**src/rtl/draw_char_16x16.sv**
```systemverilog
// draw_char_16x16 -- text overlay stage of the VGA pixel pipeline.
// Generates text ROM addresses (char_xy/char_line) from the pixel counters,
// picks the glyph bit out of the font row returned one clock later and paints
// TEXT_COLOR over rgb. All timing signals are delayed 3 clocks to stay aligned.
// Optional feature macro: TEXT_BG_EN (in-area non-glyph pixels -> BG_COLOR).
module draw_char_16x16 #(
  parameter int          X_POS      = 100,
  parameter int          Y_POS      = 100,
  parameter logic [11:0] TEXT_COLOR = 12'hF_F_F,
  parameter logic [11:0] BG_COLOR   = 12'h0_0_0
) (
  input  logic        clk,
  input  logic        rst_n,
  input  logic [10:0] hcount_in,
  input  logic [10:0] vcount_in,
  input  logic        hsync_in,
  input  logic        vsync_in,
  input  logic        hblnk_in,
  input  logic        vblnk_in,
  input  logic [11:0] rgb_in,
  output logic [7:0]  char_xy,
  output logic [3:0]  char_line,
  input  logic [7:0]  char_pixels,
  output logic [10:0] hcount_out,
  output logic [10:0] vcount_out,
  output logic        hsync_out,
  output logic        vsync_out,
  output logic        hblnk_out,
  output logic        vblnk_out,
  output logic [11:0] rgb_out
);

  // Text area bounds, widened to 12 bits so X_POS+128 / Y_POS+256 never wrap.
  localparam logic [11:0] LP_X0 = 12'(X_POS);
  localparam logic [11:0] LP_X1 = 12'(X_POS + 128);
  localparam logic [11:0] LP_Y0 = 12'(Y_POS);
  localparam logic [11:0] LP_Y1 = 12'(Y_POS + 256);

  // Timing bundle carried down the pipe untouched.
  typedef struct packed {
    logic [10:0] hcount;
    logic [10:0] vcount;
    logic        hsync;
    logic        vsync;
    logic        hblnk;
    logic        vblnk;
    logic [11:0] rgb;
  } tim_t;

  logic       w_in_area;
  logic [6:0] w_rel_x;
  logic [7:0] w_rel_y;
  tim_t       w_tim_in;

  tim_t       r_tim1, r_tim2;
  logic       r_area1, r_area2;
  logic [2:0] r_bit_sel1;
  logic       r_pix2;
  logic [7:0] r_char_xy;
  logic [3:0] r_char_line;

  logic        w_draw;
  logic [11:0] w_rgb_nxt;

  // Area test and offsets within the text box (only low bits are meaningful).
  always_comb begin
    w_in_area = ({1'b0, hcount_in} >= LP_X0) && ({1'b0, hcount_in} < LP_X1) &&
                ({1'b0, vcount_in} >= LP_Y0) && ({1'b0, vcount_in} < LP_Y1);
    w_rel_x   = 7'(hcount_in - LP_X0[10:0]);
    w_rel_y   = 8'(vcount_in - LP_Y0[10:0]);
    w_tim_in  = '{hcount: hcount_in, vcount: vcount_in, hsync: hsync_in,
                  vsync: vsync_in, hblnk: hblnk_in, vblnk: vblnk_in, rgb: rgb_in};
  end

  // Stage 1: ROM address, bit select and timing capture.
  always_ff @(posedge clk or negedge rst_n) begin
    if (!rst_n) begin
      r_char_xy   <= '0;
      r_char_line <= '0;
      r_bit_sel1  <= '0;
      r_area1     <= 1'b0;
      r_tim1      <= '0;
    end else begin
      r_char_xy   <= w_in_area ? {w_rel_y[7:4], w_rel_x[6:3]} : 8'h00;
      r_char_line <= w_in_area ? w_rel_y[3:0] : 4'h0;
      r_bit_sel1  <= w_rel_x[2:0];
      r_area1     <= w_in_area;
      r_tim1      <= w_tim_in;
    end
  end

  // Stage 2: font row is valid now; keep only the selected pixel (bit7 = leftmost).
  always_ff @(posedge clk or negedge rst_n) begin
    if (!rst_n) begin
      r_pix2  <= 1'b0;
      r_area2 <= 1'b0;
      r_tim2  <= '0;
    end else begin
      r_pix2  <= char_pixels[3'd7 - r_bit_sel1];
      r_area2 <= r_area1;
      r_tim2  <= r_tim1;
    end
  end

  // Colour select: glyph pixels only inside the area and outside blanking.
  always_comb begin
    w_draw = r_area2 & ~r_tim2.hblnk & ~r_tim2.vblnk;
`ifdef TEXT_BG_EN
    w_rgb_nxt = w_draw ? (r_pix2 ? TEXT_COLOR : BG_COLOR) : r_tim2.rgb;
`else
    w_rgb_nxt = (w_draw & r_pix2) ? TEXT_COLOR : r_tim2.rgb;
`endif
  end

  // Stage 3: output register.
  always_ff @(posedge clk or negedge rst_n) begin
    if (!rst_n) begin
      hcount_out <= '0;
      vcount_out <= '0;
      hsync_out  <= 1'b0;
      vsync_out  <= 1'b0;
      hblnk_out  <= 1'b0;
      vblnk_out  <= 1'b0;
      rgb_out    <= '0;
    end else begin
      hcount_out <= r_tim2.hcount;
      vcount_out <= r_tim2.vcount;
      hsync_out  <= r_tim2.hsync;
      vsync_out  <= r_tim2.vsync;
      hblnk_out  <= r_tim2.hblnk;
      vblnk_out  <= r_tim2.vblnk;
      rgb_out    <= w_rgb_nxt;
    end
  end

  assign char_xy   = r_char_xy;
  assign char_line = r_char_line;

endmodule

```
**config.mk**
```make
export PLATFORM = sky130hd
export DESIGN_NAME = draw_char_16x16
export DESIGN_NICKNAME = d
export VERILOG_FILES = /design/src/rtl/draw_char_16x16.sv
export SDC_FILE = /design/constraint.sdc
export NUM_CORES = 1
export LEC_CHECK = 0
export BUFFER_PORTS_ARGS = -buffer_cell sky130_fd_sc_hd__buf_2
export CORE_UTILIZATION = 30
export CTS_CLUSTER_SIZE = 16
export DETAILED_ROUTE_END_ITERATION = 7
export PLACE_DENSITY = 0.54
export SYNTH_ARGS = -nofsm -noshare
export SYNTH_HDL_FRONTEND = slang
export SYNTH_SLANG_ARGS = --single-unit
```
**constraint.sdc**
```tcl
create_clock -name clk -period 1.9 [get_ports clk]
set_input_delay 0.19 -clock clk [delete_from_list [all_inputs] [get_ports clk]]
set_output_delay 0.19 -clock clk [all_outputs]
set_load 0.02 [all_outputs]
```
==> summary.json <==
{
  "outcome": {
    "run_status": "completed"
  },
  "placed_design": {
    "detailedPlacementHpwl_mm": 5.00,
    "numPortBuffers": 97,
    "detailed_place.area_mm2": 0.00454,
    "gp_routability_congestion": 0.715,
    "place_ws_ps": 282
  },
  "route": {
    "drt-initial-drc-count": 111,
    "dr_wl_met3_um": 526,
    "met2_wirelength_mm": 3.59,
    "drt_drc_violations_left": 0,
    "detail_route.first_pass.iterations": 4,
    "route.antenna.remaining_nets": 0,
    "wl_mm": 7.38,
    "routed.top_layer": "met4",
    "detail_routed_via_count_per_cell": 3.97,
    "wire_per_inst_um": 13.8,
    "detail_route.wirelength.met1_mm": 3.11,
    "num_vias": 2129
  },
  "setup_path": {
    "worst_ep_required_time_ps": 2210,
    "worstPathCellList": "dlygate4sd3_1 > buf_2 > inv_1 > ha_1 > nor3b_1 > o32ai_2 > a31o_4 > nor3_1",
    "worst-r2r-cell-count": 2,
    "max_stage_delay_ps": 540,
    "worst_r2r_startpoint": "r_bit_sel1[0]$_DFF_PN0_",
    "crit_fanout": 13,
    "regToRegSetupSlack_ps": 560,
    "worst_r2r_endpoint": "r_pix2$_DFF_PN0_",
    "crit_start": "hcount_in[3]",
    "setup.worst_path.start_class": "input port",
    "end_kind": "flop",
    "critPathSlowestCell": "sky130_fd_sc_hd__dlygate4sd3_1",
    "timing.setup.critical_path_class": "in2reg",
    "arr_time_crit_path_ps": 2080
  },
  "yosys": {
    "syn-instance-count": 199,
    "synth_xor_xnor_area_share_pct": 1.60,
    "synth_simple_gate_area_share_pct": 7.29,
    "ys_seq_area_share_pct": 85.0,
    "syn_area_per_cell_um2": 19.2,
    "synth.cell_area_mm2": 0.00383,
    "multiplexer_fraction_of_the_synthesized_cell_area_pct": 1.47,
    "synth-seq-cells": 130,
    "synth_top_family_by_area": "simple AND/OR/NAND/NOR gates",
    "synth_nets": 251,
    "synth-adder-area-share_pct": 1.31,
    "share_of_the_synthesized_area_in_compound_gates_ao_oa_aoi_oai_pct": 1.63,
    "yosys_warnings": 0,
    "synth.distinct_cells": 28
  },
  "timing": {
    "clock_skew_ps": 3.13,
    "slew_viol_final": 0,
    "rsz0062_at_grt": "false",
    "period_minus_slack_ps": 1770,
    "hold_violations": 0,
    "post-route-worst-setup-slack_ps": 127,
    "totalNegativeSetupSlack_ps": 0,
    "max_freq_mhz": 564,
    "worst_slew_pin_slew_ps": 531,
    "timing.slew.headroom_pct": 64.6,
    "post-route-period-util_pct": 93.3,
    "final_setup_violation_count": 0
  },
  "clock_tree": {
    "ctsResizeCount": 0,
    "tritoncts": "yes",
    "worstSkewPairLatency_ps": 400,
    "clock-root-buffer": "sky130_fd_sc_hd__clkbuf_16",
    "max-clock-path-buffers": 2,
    "clkSinkCount": 130,
    "cts_buffers": 17,
    "clkSlewWorstSetupHoldPaths_ps": 50,
    "cts.htree.levels": 4
  },
  "grt": {
    "grt_remaining_overflow": 0,
    "first_global_vias": 2299,
    "grt_max_degree": 59,
    "grt_pass1_wl_mm": 11.7,
    "grt.total_usage_pct": 12.5,
    "initial_antenna_violation_count": 0
  },
  "finish": {
    "area_growth_pct": 45.8,
    "share_of_final_layout_standard_cells_stronger_than_drive_strength_1_pct": 43.8,
    "post-route-util_pct": 45.7,
    "layout.cell_area.non_filler_mm2": 0.00558,
    "layout_commonest_cell": "sky130_fd_sc_hd__dfrtp_1",
    "nNetsFinal": 407,
    "most-common-layout-cells": "sky130_fd_sc_hd__dfrtp_1 (130), sky130_fd_sc_hd__buf_2 (96), sky130_fd_sc_hd__dlygate4sd3_1 (39)",
    "n_antenna_cell": 0
  },
  "worst_hold_path": {
    "holdPathEnd": "r_pix2$_DFF_PN0_",
    "hold_path_depth": 3,
    "hold_class": "in2reg",
    "holdCritStartpoint": "char_pixels[7]"
  },
  "floorplanning": {
    "core.rowCount": 40,
    "die_area_mm2": 0.0132,
    "die_width_um": 115,
    "initial_utilization_pct": 31.3,
    "floorplan.core_area_mm2": 0.0122,
    "chipHeight_um": 115,
    "io_pins": 98
  },
  "power": {
    "p_leak_nw": 2.66,
    "cellPowerDensity_mw_per_mm2": 1220,
    "ir_worst_vdd_uv": 532
  },
  "run": {
    "cap_viol_max_count": 0
  }
}
==> logic make-up (layout without fill, tap and decap cells) <==
family | after synthesis | in the layout
and+or+nand+nor | 37 | 37
muxes | 3 | 3
AOI/OAI and AO/OA | 7 | 7
xor gates and xnor gates | 7 | 7
buffers and inverters | 11 | 180
adders and majority gates | 4 | 4
DFF | 130 | 130
==> worst max-delay path, delay by kind of cell <==
family	cells	cell delay, ps
adders and majority gates	1	130
and+or+nand+nor	2	560
buffers and inverters	3	770
AOI/OAI and AO/OA	2	430
==> Yosys cell counts <==
| cell | n | share of area, % |
|---|---|---|
| sky130_fd_sc_hd__a211o_1 | 1 | 0.23 |
| sky130_fd_sc_hd__a21oi_1 | 2 | 0.26 |
| sky130_fd_sc_hd__a31o_4 | 1 | 0.46 |
| sky130_fd_sc_hd__buf_12 | 1 | 0.52 |
| sky130_fd_sc_hd__buf_6 | 1 | 0.29 |
| sky130_fd_sc_hd__clkbuf_1 | 1 | 0.098 |
| sky130_fd_sc_hd__dfrtp_1 | 130 | 85 |
| sky130_fd_sc_hd__ha_1 | 4 | 1.3 |
| sky130_fd_sc_hd__inv_1 | 8 | 0.78 |
| sky130_fd_sc_hd__mux2_2 | 1 | 0.29 |
| sky130_fd_sc_hd__mux4_2 | 2 | 1.2 |
| sky130_fd_sc_hd__nand2_1 | 1 | 0.098 |
| sky130_fd_sc_hd__nand3_1 | 2 | 0.26 |
| sky130_fd_sc_hd__nand3_2 | 1 | 0.26 |
| sky130_fd_sc_hd__nand4_1 | 1 | 0.16 |
| sky130_fd_sc_hd__nor2_1 | 3 | 0.29 |
| sky130_fd_sc_hd__nor3_1 | 3 | 0.39 |
| sky130_fd_sc_hd__nor3_2 | 9 | 2.4 |
| sky130_fd_sc_hd__nor3_4 | 1 | 0.43 |
| sky130_fd_sc_hd__nor3b_1 | 1 | 0.20 |
| sky130_fd_sc_hd__nor4_2 | 1 | 0.33 |
| sky130_fd_sc_hd__nor4bb_1 | 1 | 0.26 |
| sky130_fd_sc_hd__o21ai_0 | 2 | 0.26 |
| sky130_fd_sc_hd__o32ai_2 | 1 | 0.43 |
| sky130_fd_sc_hd__or2_2 | 12 | 2.0 |
| sky130_fd_sc_hd__or3_4 | 1 | 0.29 |
| sky130_fd_sc_hd__xnor2_1 | 3 | 0.69 |
| sky130_fd_sc_hd__xor2_1 | 4 | 0.92 |
==> area by class of cell <==
cell class,instances,area [µm²]
clock inverters,12,206
inverters,8,30.0
fillers,1113,6630
flip-flops and latches,130,3250
clock buffers,20,447
repair buffers,140,925
well taps,168,210
multi-input cells,58,509
==> registers in the layout, summed over array words and instances, names as in the netlist, 3 cells and up <==
register    count
r_tim2         38
r_tim1         36
rgb_out        12
hcount_out     11
vcount_out     11
char_xy         8
char_line       4
r_bit_sel1      3
==> where the power goes <==
group	leakage, nW	switching [mW]	internal (mW)	total (mW)
Sequential	1.55	0.0346	2.90	2.93
Combinational	0.798	0.212	0.166	0.377
Clock	0.314	1.15	2.37	3.52
==> how the worst max path moves through the flow <==
| stage | end | cells past startpoint |
|---|---|---|
| 2_1_floorplan | char_xy[4]$_DFF_PN0_ | 5 |
| 3_3_place_gp | char_xy[7]$_DFF_PN0_ | 7 |
| 3_5_place_dp | char_xy[7]$_DFF_PN0_ | 7 |
| 4_1_cts | char_xy[2]$_DFF_PN0_ | 8 |
| 5_1_grt | char_xy[2]$_DFF_PN0_ | 8 |
| 6_report | char_xy[2]$_DFF_PN0_ | 8 |
==> per-layer routing <==
metal,track usage [%],vias to the layer above
li1,-,965
met5,0,-
met4,7.27,0
met1,14.9,1063
met2,19.0,87
met3,5.43,14
==> stage by stage <==
| step | instances | power, mW | hold slack [ps] |
|---|---|---|---|
| 2_1_floorplan | 199 | 3.11 | -106 |
| 3_3_place_gp | 465 | 3.30 | 187 |
| 3_5_place_dp | 465 | 3.31 | 189 |
| 5_1_grt | 536 | 7.09 | 251 |
| 6_report | 536 | 6.83 | 271 |
| 4_1_cts | 536 | 6.93 | 249 |
==> what timing repair did <==
| action | in CTS | in global routing |
|---|---|---|
| setup buffers | 0 | 0 |
| hold endpoints to repair | 94 | 0 |
| hold buffers | 39 | 0 |
No activity file was read; power rests on OpenSTA's default activity.
